`config.mk`:
```
export PLATFORM = sky130hd
export DESIGN_NAME = hilo_muldiv_unit
export DESIGN_NICKNAME = d
export VERILOG_FILES = /design/src/rtl/hilo_muldiv_unit.sv
export SDC_FILE = /design/constraint.sdc
export NUM_CORES = 2
export LEC_CHECK = 0
export CAP_MARGIN = 20
export CORE_ASPECT_RATIO = 1.1
export CORE_MARGIN = 2
export CORE_UTILIZATION = 60
export DETAILED_ROUTE_END_ITERATION = 6
export PLACE_DENSITY = 0.87
export SETUP_SLACK_MARGIN = 0.5
export SLEW_MARGIN = 20
export SYNTH_ARGS = -nofsm -noshare
export SYNTH_HDL_FRONTEND = slang
export SYNTH_SLANG_ARGS = --single-unit
```
`constraint.sdc`:
```
create_clock -name clk -period 12.87 [get_ports clk]
set_clock_uncertainty 0.15 [all_clocks]
set_input_delay 1.287 -clock clk [delete_from_list [all_inputs] [get_ports clk]]
set_output_delay 1.287 -clock clk [all_outputs]
set_load 0.005 [all_outputs]
```
`src/rtl/hilo_muldiv_unit.sv`:
```
// HI/LO execute unit: MULT/MULTU (MUL_LAT cycles), DIV/DIVU (32-step restoring), MTHI/MTLO.
// Latency: mul 1+MUL_LAT, div 34, div-by-zero 1 stall cycles; stall holds EX until commit.
`ifndef MULT_CONTROL
`define MULT_CONTROL  5'd12
`endif
`ifndef MULTU_CONTROL
`define MULTU_CONTROL 5'd13
`endif
`ifndef DIV_CONTROL
`define DIV_CONTROL   5'd14
`endif
`ifndef DIVU_CONTROL
`define DIVU_CONTROL  5'd15
`endif
`ifndef MTHI_CONTROL
`define MTHI_CONTROL  5'd16
`endif
`ifndef MTLO_CONTROL
`define MTLO_CONTROL  5'd17
`endif

module hilo_muldiv_unit #(
  parameter int MUL_LAT = 1
) (
  input  logic        clk,
  input  logic        resetn,
  input  logic        start,
  input  logic [4:0]  alucontrol,
  input  logic [31:0] a,
  input  logic [31:0] b,
  input  logic        flush,
  output logic        stall,
  output logic        done,
  output logic [31:0] hi_o,
  output logic [31:0] lo_o
);

  typedef enum logic [2:0] {S_IDLE, S_MUL, S_DIV, S_FIX, S_DONE} state_t;

  state_t      r_state;
  state_t      w_next;
  logic [31:0] r_hi;
  logic [31:0] r_lo;
  logic [31:0] r_opa;
  logic [31:0] r_opb;
  logic [31:0] r_rem;
  logic [31:0] r_quot;
  logic [4:0]  r_cnt;
  logic        r_mul_sgn;
  logic        r_neg_q;
  logic        r_neg_r;

  logic        w_is_mul;
  logic        w_is_div;
  logic        w_is_mthi;
  logic        w_is_mtlo;
  logic        w_sdiv;
  logic        w_mul_last;
  logic        w_div_last;
  logic        w_stall;
  logic [63:0] w_ext_a;
  logic [63:0] w_ext_b;
  logic [63:0] w_prod;
  logic [32:0] w_rem_sh;
  logic        w_ge;
  logic [31:0] w_rem_nxt;
  logic [31:0] w_quot_nxt;

  assign w_is_mul  = start && (alucontrol == `MULT_CONTROL || alucontrol == `MULTU_CONTROL);
  assign w_is_div  = start && (alucontrol == `DIV_CONTROL  || alucontrol == `DIVU_CONTROL);
  assign w_is_mthi = start && (alucontrol == `MTHI_CONTROL);
  assign w_is_mtlo = start && (alucontrol == `MTLO_CONTROL);
  assign w_sdiv    = (alucontrol == `DIV_CONTROL);

  assign w_mul_last = (r_cnt == 5'(MUL_LAT - 1));
  assign w_div_last = (r_cnt == 5'd31);

  assign w_ext_a = {{32{r_mul_sgn & r_opa[31]}}, r_opa};
  assign w_ext_b = {{32{r_mul_sgn & r_opb[31]}}, r_opb};
  assign w_prod  = w_ext_a * w_ext_b;

  // Shifted partial remainder can reach 33 bits before the trial subtract.
  assign w_rem_sh   = {r_rem, r_quot[31]};
  assign w_ge       = (w_rem_sh >= {1'b0, r_opb});
  assign w_rem_nxt  = w_ge ? (w_rem_sh[31:0] - r_opb) : w_rem_sh[31:0];
  assign w_quot_nxt = {r_quot[30:0], w_ge};

  always_ff @(posedge clk or negedge resetn) begin
    if (!resetn) r_state <= S_IDLE;
    else         r_state <= w_next;
  end

  always_comb begin
    w_next  = r_state;
    w_stall = 1'b0;
    if (flush) begin
      w_next = S_IDLE;
    end else begin
      case (r_state)
        S_IDLE: begin
          w_stall = w_is_mul || w_is_div;
          if (w_is_mul)      w_next = S_MUL;
          else if (w_is_div) w_next = (b == 32'd0) ? S_DONE : S_DIV;
        end
        S_MUL: begin
          w_stall = 1'b1;
          if (w_mul_last) w_next = S_DONE;
        end
        S_DIV: begin
          w_stall = 1'b1;
          if (w_div_last) w_next = S_FIX;
        end
        S_FIX: begin
          w_stall = 1'b1;
          w_next  = S_DONE;
        end
        S_DONE:  w_next = S_IDLE;
        default: w_next = S_IDLE;
      endcase
    end
  end

  // Stall must read low while reset is held, even if start is still asserted.
  assign stall = resetn && w_stall;
  assign done  = (r_state == S_DONE) && !flush;
  assign hi_o  = r_hi;
  assign lo_o  = r_lo;

  always_ff @(posedge clk or negedge resetn) begin
    if (!resetn) begin
      r_hi      <= 32'd0;
      r_lo      <= 32'd0;
      r_opa     <= 32'd0;
      r_opb     <= 32'd0;
      r_rem     <= 32'd0;
      r_quot    <= 32'd0;
      r_cnt     <= 5'd0;
      r_mul_sgn <= 1'b0;
      r_neg_q   <= 1'b0;
      r_neg_r   <= 1'b0;
    end else if (!flush) begin
      case (r_state)
        S_IDLE: begin
          if (w_is_mul) begin
            r_opa     <= a;
            r_opb     <= b;
            r_mul_sgn <= (alucontrol == `MULT_CONTROL);
            r_cnt     <= 5'd0;
          end else if (w_is_div) begin
            if (b != 32'd0) begin
              r_quot  <= (w_sdiv && a[31]) ? -a : a;
              r_opb   <= (w_sdiv && b[31]) ? -b : b;
              r_rem   <= 32'd0;
              r_neg_q <= w_sdiv && (a[31] ^ b[31]);
              r_neg_r <= w_sdiv && a[31];
              r_cnt   <= 5'd0;
            end
          end else if (w_is_mthi) begin
            r_hi <= a;
          end else if (w_is_mtlo) begin
            r_lo <= a;
          end
        end
        S_MUL: begin
          r_cnt <= r_cnt + 5'd1;
          if (w_mul_last) {r_hi, r_lo} <= w_prod;
        end
        S_DIV: begin
          r_rem  <= w_rem_nxt;
          r_quot <= w_quot_nxt;
          r_cnt  <= r_cnt + 5'd1;
        end
        S_FIX: begin
          r_lo <= r_neg_q ? -r_quot : r_quot;
          r_hi <= r_neg_r ? -r_rem  : r_rem;
        end
        default: ;
      endcase
    end
  end

endmodule

```
-- Word-level counts from Yosys, hierarchy flattened
Index checks and enable logic that the tools add are counted.
- logic and storage cells: 120
- output and inout bits: 66
- input bits: 73
- bits in registers: 203
- order comparisons: 1
- multipliers: 1
- mux-type cells: 40
- bitwise operators: 5
- eq/ne operators: 24
- $add $sub $neg: 6
- reductions and logical operators: 32
- operators by type and width (kind ; count):
    32-bit two-way mux ; 23
    32-bit case mux with 3 select lines ; 2
    32-bit negation ; 4
    32-bit case mux with 2 select lines ; 2
    33-bit by 33-bit multiplier with 64-bit output ; 1
    33-bit by 32-bit >= comparator with 1-bit output ; 1
    32-bit zero test ; 1
    32-bit nonzero test ; 1
    32-bit subtractor ; 1
    5-bit by 4-bit equality test with 1-bit output, second input constant ; 4
    3-bit two-way mux ; 6
    2-bit inequality test, second input constant ; 8
    5-bit equality test, second input constant ; 3
    5-bit two-way mux ; 3
    3-bit inequality test, second input constant ; 4
    3-bit case mux with 4 select lines ; 1
    5-bit case mux with 2 select lines ; 1
    5-bit AND reduction ; 2
    1-bit logical AND ; 9
    4-bit AND reduction ; 2
    2-bit nonzero test ; 4
    7-bit AND reduction ; 1
    3-bit by 2-bit equality test with 1-bit output, second input constant ; 2
    3-bit AND reduction ; 2
    other kinds (17) ; 21

-- Logic depth before layout (Yosys ltp)
- depth in word-level cells: 7
- depth in mapped cells: 31
- depth with buffers taken out: 28

-- Worst setup path after synthesis
Ideal clock, no wire load.
- path kind: register -> register
- from: reg r_opa[31]
- to: reg r_hi[20] (netlist: hi_o[20])
- arrival: 8013 ps
- cell stages (with the launch flop): 30
- path buffers: 3
- setup time: 129 ps
- slack: 4579 ps
- data required time: 12591 ps
- period minus slack after synthesis: 8291 ps
- path through: dfrtp_1 clkbuf_1 and2_1 clkbuf_1 nand2_1 inv_1 fa_1 fa_1 fa_1 inv_1 fa_1 inv_1 fa_1 fa_1 fa_1 inv_1 fa_1 inv_1 ha_1 clkbuf_1 a21o_1 o21bai_1 a311oi_1 o2111ai_1 o2bb2ai_1 o21ai_0 a21oi_1 xnor2_1 a221oi_1 o21ai_1
- longest elaborated chain between the ends: 4
- RTL lines (item ; line ; text):
    from (decl) ; 44 ; logic [31:0] r_opa;
    from (signal assigned) ; 133 ; r_opa <= 32'd0;
    from (signal assigned) ; 145 ; r_opa <= a;
    1-bit AND ; 78 ; assign w_ext_a = {{32{r_mul_sgn & r_opa[31]}}, r_opa};
    33-bit by 33-bit multiplier with 64-bit output (*) ; 80 ; assign w_prod = w_ext_a * w_ext_b;
    32-bit two-way mux (*) ; 166 ; if (w_mul_last) {r_hi, r_lo} <= w_prod;
    32-bit case mux with 3 select lines (*) ; 142 ; case (r_state)
    to (signal assigned) ; 166 ;
    to (signal assigned) ; 175 ; r_hi <= r_neg_r ? -r_rem : r_rem;
    to (decl) ; 42 ; logic [31:0] r_hi;
Every way passes the cells marked *; elsewhere a longest branch is shown, timed or not. The select of a mux whose other input is x is not followed.
A chain may end at the register's enable or synchronous reset.

-- Final worst setup path
- from: reg r_mul_sgn
- to: reg r_hi[31] (netlist: hi_o[31])
- longest elaborated chain between the ends: 4
- elaborated cells on any way between the ends: 5
- classes of those cells: mul: 1; mux: 2; bitwise: 2
- RTL lines (item ; line ; text):
    from (decl) ; 49 ; logic r_mul_sgn;
    from (signal assigned) ; 147 ; r_mul_sgn <= (alucontrol == `MULT_CONTROL);
    1-bit AND, on equally long branches ; 78, 79 ;
    33-bit by 33-bit multiplier with 64-bit output (*) ; 80 ;
    32-bit two-way mux (*) ; 166 ;
    32-bit case mux with 3 select lines (*) ; 142 ;
Marked as above.

==> metrics.md <==
| Metric | Value |
|---|---|
| DR vias | 41,940 |
| Die area | 0.08818 mm² |
| WHS Endpoint | lo_o[25] |
| EDFF count, synth | 0 |
| Post-synth net total | 7,308 |
| Largest stage delay, worst path | 0.89 ns |
| Crit Path Category | reg -> reg |
| Initial antenna violation count | 10 |
| Final GP Congestion | 0.9848 |
| Reg-to-reg startpoint | r_mul_sgn |
| Number of synthesized register bits | 203 |
| All-layer global routing usage | 34.58% |
| CP most frequent cell | fa_1 |
| Fin area | 0.05452 mm² |
| Register area | 0.005089 mm² |
| Top cells by area, synth | fa_1 (44%), dfrtp_1 (9.9%), inv_1 (8.7%) |
| CTS root buf | clkbuf_16 |
| Post-CTS sizing | 0 |
| Measured slew at the worst slew-check pin | 1.229 ns |
| Initial core utilization | 60.63% |
| Port bufs | 138 |
| DRC violations left | 0 |
| CP max-delay cell | fa_1 |
| Ratio of cells with drive above 1 in the final layout | 3.492% |
| Clk slew on worst S/H paths | 0.06 ns |
| Hold Crit Class | reg -> reg |
| Max Slew Vio Count | 0 |
| Register-to-register setup slack | 3.02 ns |
| Placed Instances | 6,879 |
| # fillers | 6,594 |
| Fin nets | 7,217 |
| Reg2reg path depth | 27 |
| Cell area after synthesis | 0.05149 mm² |
| Hold Buf Count CTS | 0 |
| Ys Warns | 0 |
| Area of the multi-input gates | 0.04069 mm² |
| CP max FO | 22 |
| Clock sinks | 203 |
| Top FF cell, synth | dfrtp_1 |
| DIE WIDTH | 283.3 µm |
| Postcts setup bufs | 0 |
| Synth async-reset ratio | 100.0% |
| Crit end category | flop |
| DPL Wire Length | 118.5 mm |
| Final wirelength | 148.7 mm |
| Seq/Total Area, Yosys | 9.866% |
| Total negative slack | 0 ns |
| Run status | finished clean |
| CP Launch Type | flop |
| I/O pin cnt | 139 |
| Syn_area_per_cell | 8.790 µm² |
| Crit path max-delay family | adder cells |
| Largest net degree at the start of global routing | 81 |
| Post-route ant nets | 0 |
| Hold_sp | lo_o[25] |
| Post-synthesis cell type count | 78 |
| Via density | 6.053 |
| Htree depth | 1 |
| Total CTS buffers | 25 |
| Area leader, netlist | fa_1 |
| Reg2reg end | hi_o[31] |
| Die Y-Extent | 311.2 µm |
| Std-Cell Rows | 112 |
| Placed cell areas | 0.05368 mm² |
| Core ar. | 0.08492 mm² |
| First-pass GRT wire length | 239.9 mm |
| DR WL/cell | 21.46 µm |
| Fmax | 101.6 MHz |
| Crit path buf inv count | 7 |
| Arrival time at the worst endpoint | 10.09 ns |
| Final Hold Fails | 0 |
| Layout area overhead | 5.878% |
| Final setup violation count | 0 |
| Hold Crit Depth | 2 |
| Final Critical Period | 9.847 ns |
| WP depth | 27 |
| Crit path required time | 13.12 ns |
| Worst skew pair latency | 0.54 ns |
| DR iter-0 viols | 4,046 |
| Post-Synthesis Cells | 5,858 |
| Clk buf depth | 3 |
| Total grt overflow | 0 |
| CTS tree | yes |
| Worst slew margin | 17.20% |
| First-pass DRT Iterations | 7 |
| Vias in the first global route | 45,480 |
| Finished Layout Cells | 6,929 |
| Post-synth top area share | 43.78% |
| RSZ-0062 raised after global routing | false |
| Tcrit/Tclk final | 76.51% |
| Max cap viols | 0 |
[tightest hold or removal path: stages (launching register included)]
cell,delay [ns]
dfrtp_1,0.34
nand2_1,0.05
o21ai_0,0.06
[synthesized netlist by cell type (25+ instances only)]
master	instances
a211oi_1	31
a21o_1	25
a21oi_1	190
and2_1	349
and3_1	32
clkbuf_1	321
dfrtp_1	203
fa_1	1126
ha_1	251
inv_1	1196
mux2_2	36
nand2_1	969
nand3_1	30
nand4_1	31
nor2_1	189
nor3_1	37
o21ai_0	239
o31ai_1	52
xnor2_1	129
xor2_1	79
[state kept, by name (all words and copies together) (netlist names)]
name,cells
r_rem,32
r_opa,32
hi_o,32
lo_o,32
r_cnt,5
r_neg_q,1
r_quot,32
r_state,3
r_mul_sgn,1
r_opb,32
r_neg_r,1
[placed cells by master, fill, tap and decap left out, types with 11 or more instances in the layout]
| cell | netlist | routed |
|---|---|---|
| o21a_1 | 16 | 16 |
| o21bai_1 | 24 | 24 |
| a21oi_1 | 190 | 190 |
| a21o_1 | 25 | 25 |
| or2_2 | 14 | 14 |
| dfrtp_1 | 203 | 196 |
| mux2_2 | 36 | 36 |
| clkdlybuf4s50_1 | 0 | 137 |
| fa_1 | 1126 | 1125 |
| ha_1 | 251 | 251 |
| a31oi_1 | 16 | 16 |
| or4_1 | 12 | 12 |
| nand2b_1 | 18 | 17 |
| buf_4 | 0 | 80 |
| nand4_1 | 31 | 31 |
| a211oi_1 | 31 | 30 |
| xnor2_1 | 129 | 129 |
| nor3_1 | 37 | 36 |
| o21ai_1 | 15 | 15 |
| and3_1 | 32 | 32 |
| o31ai_1 | 52 | 52 |
| or3_1 | 23 | 23 |
| and2_1 | 349 | 348 |
| nor4_1 | 20 | 20 |
| xor2_1 | 79 | 79 |
| nand2_1 | 969 | 969 |
| clkbuf_16 | 0 | 25 |
| nand3_1 | 30 | 30 |
| mux2i_1 | 12 | 12 |
| nor2_1 | 189 | 188 |
| nor2b_1 | 11 | 11 |
| o21ai_0 | 239 | 238 |
| a221oi_1 | 20 | 19 |
| o211ai_1 | 22 | 22 |
| inv_1 | 1196 | 1196 |
| o41ai_1 | 17 | 17 |
[logic make-up (layout without fill, tap and decap cells)]
| family | Yosys count | count (layout) | synth area share (%) |
|---|---|---|---|
| AOI/OAI and AO/OA | 731 | 731 | 8.753 |
| other | 0 | 4 | 0 |
| DFF | 203 | 203 | 9.866 |
| adders and majority gates | 1377 | 1377 | 49.88 |
| and+or+nand+nor | 1757 | 1757 | 15.73 |
| buffers and inverters | 1534 | 1461 | 11.21 |
| xor gates and xnor gates | 208 | 208 | 3.538 |
| muxes | 48 | 48 | 1.021 |
[final cells by class]
cell class,count,area share [%]
Antenna cell,4,0.01836
Clock buffer,37,1.359
Clock inverter,8,0.1331
Inverter,1197,8.242
Multi-Input combinational cell,4121,74.65
Sequential cell,203,9.334
Tap cell,1140,2.616
Timing Repair Buffer,219,3.652
[metal layers]
metal	up-vias	track usage, %	wire [µm]	part of all wire, %
met5	-	0	64	0.043
met4	10	22.63	11370	7.6
met3	786	6.826	14770	9.9
met2	2618	57.93	72540	49
met1	20940	40.70	49970	34
li1	17590	-	-	-
[how the worst max path moves through the flow]
stage	start	to
4_1_cts	r_mul_sgn	hi_o[31]
2_1_floorplan	r_opa[31]	hi_o[20]
3_3_place_gp	r_mul_sgn	hi_o[31]
3_5_place_dp	r_mul_sgn	hi_o[31]
6_report	r_mul_sgn	hi_o[31]
5_1_grt	r_mul_sgn	hi_o[31]
[through the flow]
| step | utilization, % | hold slack (ns) | setup slack (ns) |
|---|---|---|---|
| finish | 64.20 | 0.3306 | 3.023 |
| detailed placement | 63.22 | 0.3200 | 3.192 |
| floorplan | - | 0.3226 | 4.579 |
| global route | 64.19 | 0.3588 | 2.626 |
| CTS | 64.17 | 0.3337 | 3.137 |
| global placement | 63.22 | 0.3142 | 3.450 |
Power is not shown: default switching activity piles up to over one toggle a cycle in this logic, so the estimate is an artifact.
